--- src/rtl/lock_error_monitor.sv ---
// lock_error_monitor: scores a key-locked adder against its unlocked twin.
// Per vector: x = locked ^ golden (S1), popcount(x) (S2), then the window
// accumulators (error count, Hamming sum, Hamming max) update. Every WIN_LEN
// counted vectors the totals are snapshotted into a report held on a
// valid/ready handshake; input is stalled only while a report is pending.
// Optional feature macro: LOCK_MON_ABS_ERR_EN adds max |locked - golden|.
module lock_error_monitor #(
  parameter int WIDTH   = 33,
  parameter int WIN_LEN = 10000,
  parameter int ACC_W   = 32,
  parameter int HD_W    = $clog2(WIDTH + 1)
) (
  input  logic             clk_i,
  input  logic             rst_ni,
  input  logic             in_valid_i,
  output logic             in_ready_o,
  input  logic [WIDTH-1:0] locked_i,
  input  logic [WIDTH-1:0] golden_i,
  input  logic             clear_i,
  output logic             rpt_valid_o,
  input  logic             rpt_ready_i,
  output logic [ACC_W-1:0] rpt_err_cnt_o,
  output logic [ACC_W-1:0] rpt_hd_sum_o,
  output logic [HD_W-1:0]  rpt_hd_max_o
`ifdef LOCK_MON_ABS_ERR_EN
  ,
  output logic [WIDTH-1:0] rpt_abs_max_o
`endif
);

  localparam int CNT_W = $clog2(WIN_LEN);

  typedef enum logic [0:0] {
    ACCUM  = 1'b0,
    REPORT = 1'b1
  } state_t;

  function automatic logic [HD_W-1:0] popcount(input logic [WIDTH-1:0] v);
    logic [HD_W-1:0] c;
    c = {HD_W{1'b0}};
    for (int i = 0; i < WIDTH; i++) begin
      c = c + HD_W'(v[i]);
    end
    return c;
  endfunction

  // Unsigned add that sticks at all-ones instead of wrapping.
  function automatic logic [ACC_W-1:0] sat_add(input logic [ACC_W-1:0] a,
                                                input logic [ACC_W-1:0] b);
    logic [ACC_W:0] s;
    s = {1'b0, a} + {1'b0, b};
    if (s[ACC_W]) begin
      return {ACC_W{1'b1}};
    end else begin
      return s[ACC_W-1:0];
    end
  endfunction

  state_t             state, state_nxt;
  logic               accept;
  logic               s1_valid, s1_mis;
  logic [WIDTH-1:0]   s1_x;
  logic               s2_valid, s2_mis;
  logic [HD_W-1:0]    s2_hd;
  logic [ACC_W-1:0]   err_acc, sum_acc, err_nxt, sum_nxt;
  logic [HD_W-1:0]    max_acc, max_nxt;
  logic [CNT_W-1:0]   win_cnt;
  logic               last_update;
  logic [ACC_W-1:0]   rpt_err, rpt_sum;
  logic [HD_W-1:0]    rpt_max;

  assign accept      = in_valid_i && in_ready_o;
  assign in_ready_o  = (state == ACCUM);
  assign rpt_valid_o = (state == REPORT);
  // Clear beats the window boundary: a cleared final update never reports.
  assign last_update = s2_valid && (win_cnt == CNT_W'(WIN_LEN - 1)) && !clear_i;

  assign rpt_err_cnt_o = rpt_err;
  assign rpt_hd_sum_o  = rpt_sum;
  assign rpt_hd_max_o  = rpt_max;

  // S1: capture the difference pattern and mismatch flag of an accepted vector.
  always_ff @(posedge clk_i or negedge rst_ni) begin
    if (!rst_ni) begin
      s1_valid <= 1'b0;
      s1_mis   <= 1'b0;
      s1_x     <= {WIDTH{1'b0}};
    end else if (clear_i) begin
      s1_valid <= 1'b0;
    end else begin
      s1_valid <= accept;
      if (accept) begin
        s1_x   <= locked_i ^ golden_i;
        s1_mis <= (locked_i != golden_i);
      end
    end
  end

  // S2: per-vector Hamming distance, ready for the accumulators.
  always_ff @(posedge clk_i or negedge rst_ni) begin
    if (!rst_ni) begin
      s2_valid <= 1'b0;
      s2_mis   <= 1'b0;
      s2_hd    <= {HD_W{1'b0}};
    end else if (clear_i) begin
      s2_valid <= 1'b0;
    end else begin
      s2_valid <= s1_valid;
      if (s1_valid) begin
        s2_hd  <= popcount(s1_x);
        s2_mis <= s1_mis;
      end
    end
  end

  // Metric values including the vector currently in S2.
  always_comb begin
    err_nxt = sat_add(err_acc, ACC_W'(s2_mis));
    sum_nxt = sat_add(sum_acc, ACC_W'(s2_hd));
    max_nxt = max_acc;
    if (s2_hd > max_acc) begin
      max_nxt = s2_hd;
    end else begin
      max_nxt = max_acc;
    end
  end

  // Window accumulators: restart on clear or at the window boundary.
  always_ff @(posedge clk_i or negedge rst_ni) begin
    if (!rst_ni) begin
      err_acc <= {ACC_W{1'b0}};
      sum_acc <= {ACC_W{1'b0}};
      max_acc <= {HD_W{1'b0}};
      win_cnt <= {CNT_W{1'b0}};
    end else if (clear_i || last_update) begin
      err_acc <= {ACC_W{1'b0}};
      sum_acc <= {ACC_W{1'b0}};
      max_acc <= {HD_W{1'b0}};
      win_cnt <= {CNT_W{1'b0}};
    end else if (s2_valid) begin
      err_acc <= err_nxt;
      sum_acc <= sum_nxt;
      max_acc <= max_nxt;
      win_cnt <= win_cnt + CNT_W'(1);
    end
  end

  // Report snapshot: written only at a window boundary, held otherwise.
  always_ff @(posedge clk_i or negedge rst_ni) begin
    if (!rst_ni) begin
      rpt_err <= {ACC_W{1'b0}};
      rpt_sum <= {ACC_W{1'b0}};
      rpt_max <= {HD_W{1'b0}};
    end else if (last_update) begin
      rpt_err <= err_nxt;
      rpt_sum <= sum_nxt;
      rpt_max <= max_nxt;
    end
  end

`ifdef LOCK_MON_ABS_ERR_EN
  logic [WIDTH-1:0] s1_abs, s2_abs, abs_acc, abs_nxt, rpt_abs;

  assign rpt_abs_max_o = rpt_abs;

  // Absolute-error path: S1 magnitude, S2 delay, then window maximum.
  always_ff @(posedge clk_i or negedge rst_ni) begin
    if (!rst_ni) begin
      s1_abs <= {WIDTH{1'b0}};
      s2_abs <= {WIDTH{1'b0}};
    end else begin
      if (accept) begin
        s1_abs <= (locked_i >= golden_i) ? (locked_i - golden_i) : (golden_i - locked_i);
      end
      if (s1_valid) begin
        s2_abs <= s1_abs;
      end
    end
  end

  // Running absolute-error maximum including the S2 vector.
  always_comb begin
    abs_nxt = abs_acc;
    if (s2_abs > abs_acc) begin
      abs_nxt = s2_abs;
    end else begin
      abs_nxt = abs_acc;
    end
  end

  // Absolute-error accumulator and its report snapshot.
  always_ff @(posedge clk_i or negedge rst_ni) begin
    if (!rst_ni) begin
      abs_acc <= {WIDTH{1'b0}};
      rpt_abs <= {WIDTH{1'b0}};
    end else begin
      if (last_update) begin
        rpt_abs <= abs_nxt;
      end
      if (clear_i || last_update) begin
        abs_acc <= {WIDTH{1'b0}};
      end else if (s2_valid) begin
        abs_acc <= abs_nxt;
      end
    end
  end
`endif

  // FSM state register.
  always_ff @(posedge clk_i or negedge rst_ni) begin
    if (!rst_ni) begin
      state <= ACCUM;
    end else begin
      state <= state_nxt;
    end
  end

  // FSM next state: enter REPORT at a window boundary, leave on handshake.
  always_comb begin
    state_nxt = state;
    case (state)
      ACCUM: begin
        if (last_update) begin
          state_nxt = REPORT;
        end else begin
          state_nxt = ACCUM;
        end
      end
      REPORT: begin
        if (rpt_ready_i) begin
          state_nxt = ACCUM;
        end else begin
          state_nxt = REPORT;
        end
      end
      default: state_nxt = ACCUM;
    endcase
  end

endmodule

--- config.mk ---
export PLATFORM = sky130hd
export DESIGN_NAME = lock_error_monitor
export DESIGN_NICKNAME = d
export VERILOG_FILES = /design/src/rtl/lock_error_monitor.sv
export SDC_FILE = /design/constraint.sdc
export NUM_CORES = 1
export LEC_CHECK = 0
export CORE_MARGIN = 1.5
export CORE_UTILIZATION = 45
export CTS_BUF_LIST = sky130_fd_sc_hd__clkbuf_4 sky130_fd_sc_hd__clkbuf_8
export CTS_CLUSTER_SIZE = 40
export DETAILED_ROUTE_END_ITERATION = 8
export MAX_ROUTING_LAYER = met4
export PLACE_DENSITY = 0.67
export SKIP_CTS_REPAIR_TIMING = 1
export SYNTH_ARGS = -nofsm -noshare
export SYNTH_HDL_FRONTEND = slang
export SYNTH_SLANG_ARGS = --single-unit
--- constraint.sdc ---
create_clock -name clk_i -period 5.5 [get_ports clk_i]
set_input_delay 1.65 -clock clk_i [delete_from_list [all_inputs] [get_ports clk_i]]
set_output_delay 1.65 -clock clk_i [all_outputs]
set_load 0.01 [all_outputs]
==> results.py <==
metrics = {
    "critical_path": {
        "critical_path.max_stage_delay_ns": 0.54,
        "arrival_ns": 5.19,
        "worst-endpoint-required_ns": 5.84,
        "cp_top_family": "adder cells",
        "slowest_stage": "fa_1",
        "critPathCaptureType": "register",
        "crit_type": "reg -> reg",
        "path_buf_inv": 4,
        "worstPathCellList": "fa_1 -> inv_1 -> fa_1 -> inv_1 -> fa_1 -> inv_1 -> fa_1 -> fa_1 -> fa_1 -> fa_1 -> inv_1 -> fa_1 -> a21o_1 -> a21oi_1 -> xor2_1 -> o21ai_0",
        "critPathLaunchType": "register",
        "crit_top_cell": "fa_1",
        "cp_max_fo": 2,
    },
    "final_layout": {
        "num_antenna_cells": 0,
        "layout.cells.non_filler": 1593,
        "fin_util_pct": 55.07,
        "area.growth.synth_to_final_pct": 19.16,
        "drive_gt1_share_pct": 5.338,
        "stdcell_area_sq_mm": 0.01304,
        "final_nets": 1379,
    },
    "route": {
        "ant_nets": 0,
        "wl_per_cell_microns": 15.69,
        "totalWireLength_microns": 25000,
        "via_count": 8701,
        "dr.pass1.iters": 5,
        "viasPerCell": 5.462,
        "drc_errors": 0,
        "first_iter_violations": 566,
    },
    "timing": {
        "hold_ws_ns": 0.4929,
        "finalMaxSlewViolations": 0,
        "rsz0062_at_grt": "false",
        "tightestPinTransition_ns": 1.172,
        "fin_ws_ns": 0.6500,
        "fmax_ghz": 0.2062,
        "finalHoldViolCount": 0,
        "tns_ns": 0,
        "fin_skew_ns": 0.01589,
        "finalCritPeriodShare_pct": 88.18,
        "setup_violations": 0,
        "slew_headroom_pct": 21.72,
        "period_minus_slack_ns": 4.850,
    },
    "floorplan": {
        "die_h_microns": 159.0,
        "core_area_sq_mm": 0.02368,
        "initial_core_util_pct": 46.22,
        "rows": 56,
        "pin_count": 143,
        "dieArea_sq_mm": 0.02527,
        "die_w_microns": 159.0,
    },
    "status": {
        "status": "completed",
    },
    "global_routing": {
        "antenna_found_initial": 0,
        "grt_pass1_vias": 8503,
        "grt_overflow": 0,
        "grt_max_degree": 103,
        "grt_pass1_wl_microns": 42350,
        "grt_usage_pct": 21.12,
    },
    "hold_path": {
        "worstHoldPathType": "reg -> reg",
    },
    "yosys": {
        "syn_area_sq_mm": 0.01095,
        "synth.most_common_cell": "dfrtp_1",
        "yosys-top-cells-count": "198 x dfrtp_1, 158 x nor2_1, 118 x a21oi_1",
        "async_reset_ff_share_pct": 100.0,
        "ys_seq_area_share_pct": 45.27,
        "yosysUniqueCellTypes": 62,
        "synth_warnings": 0,
        "yosys_most_used_dff": "dfrtp_1",
        "yosys.area.top_type_share_pct": 45.27,
        "synth.avg_cell_area_sq_um": 9.477,
        "post-synth-top-area-cell": "dfrtp_1",
        "synth_edf_count": 0,
        "ys_ff_latch": 198,
        "postSynthCellCount": 1155,
        "synth_area_leaders": "dfrtp_1 45%, xnor2_1 5.8%, nor2_1 5.4%",
        "synth.net_count": 1273,
    },
    "clock_network": {
        "h-tree-depth": 4,
        "clock-root-buffer": "clkbuf_8",
        "cts_buffers": 17,
        "clock_path_buffers": 2,
        "cts_tree": "done",
        "worstSkewPairLatency_ns": 0.47,
        "cts.sinks": 198,
        "clk_pin_slew_worst_paths_ns": 0.10,
    },
    "placed_design": {
        "gp_congestion": 0.8630,
        "numPortBuffers": 142,
        "post_dp_cell_area_sq_mm": 0.01258,
        "place_ws_ns": 0.6463,
        "place_inst": 1561,
        "hpwl_microns": 17630,
    },
    "flow_run": {
        "drv_cap": 0,
    },
    "pwr": {
        "leakagePower_nw": 5.276,
        "irDropWorstVdd_uv": 597.6,
        "powerDensity_mw_per_mm2": 387.9,
        "total_power_mw": 5.060,
    },
}
## worst reg2reg max path, cell delays in order (launching register included)
cell     delay (ns)
dfrtp_1        0.42
fa_1           0.54
inv_1          0.06
fa_1           0.50
inv_1          0.05
fa_1           0.48
inv_1          0.05
fa_1           0.46
fa_1           0.49
fa_1           0.51
fa_1           0.16
inv_1          0.06
fa_1           0.39
a21o_1         0.17
a21oi_1        0.16
xor2_1         0.15
o21ai_0        0.08
## cells by family after synthesis
group	count (synthesis)	synth area share (%)
AO/OA/AOI/OAI	286	16.48
XOR/XNOR	95	7.602
adder cells (fa/ha/maj)	47	7.156
buffers and inverters	134	5.133
flip-flops	198	45.27
multiplexers	18	1.646
AND/OR/NAND/NOR	377	16.71
## routing by layer
| layer | vias up | track usage (%) | part of all wire [%] | wire length, microns |
|---|---|---|---|---|
| li1 | 4239 | - | - | - |
| met1 | 4207 | 28.66 | 47 | 11680 |
| met2 | 226 | 32.70 | 47 | 11650 |
| met3 | 29 | 3.256 | 4.9 | 1225 |
| met4 | 0 | 6.647 | 1.8 | 444 |
| met5 | - | - | 0 | 0 |
## cell type report
class | count | area [sq um]
fillers | 2206 | 10640
multi-input cells | 823 | 5441
flip-flops and latches | 198 | 4956
repair buffers | 154 | 1528
well taps | 319 | 399.1
inverters | 67 | 251.5
clock buffers | 19 | 249.0
clock inverters | 13 | 217.7
## power by group
group | internal, mW | switching (mW) | total [mW]
sequential | 1.55 | 0.0840 | 1.64
clock | 0.559 | 0.525 | 1.08
combinational | 1.15 | 1.19 | 2.34
## placed cells by master (no fill, tap or decap), types with 27 or more instances in the layout
master,count
a31oi_1,27
a311oi_1,27
o21ai_0,46
clkdlybuf4s50_1,141
nor2_1,158
a21oi_1,118
nand2_1,72
dfrtp_1,197
xnor2_1,73
inv_1,67
nand3_1,28
nand4_1,28
## state kept, by name (all words and copies together) (netlist names), 6 cells and up
name,count
rpt_hd_sum_o,32
s1_x,33
err_acc,32
sum_acc,32
rpt_hd_max_o,6
s2_hd,6
win_cnt,14
rpt_err_cnt_o,32
max_acc,6
## final timing paths
path | to | slack, ns | start | cells past startpoint
max in group asynchronous | sum_acc[25]$_DFFE_PN0P_ | 3.29 | rst_ni | 2
worst max register to register | s2_hd[4]$_DFFE_PN0P_ | 0.65 | s1_x[17]$_DFFE_PN0P_ | 16
worst min register to register | rpt_err_cnt_o[24]$_DFFE_PN0P_ | 0.49 | rpt_err_cnt_o[24]$_DFFE_PN0P_ | 2
worst min-delay path | rpt_err_cnt_o[24]$_DFFE_PN0P_ | 0.49 | rpt_err_cnt_o[24]$_DFFE_PN0P_ | 2
min in group asynchronous | rpt_hd_sum_o[15]$_DFFE_PN0P_ | 1.26 | rst_ni | 1
worst max-delay path | s2_hd[4]$_DFFE_PN0P_ | 0.65 | s1_x[17]$_DFFE_PN0P_ | 16
Power figures use the tool's default switching activity.
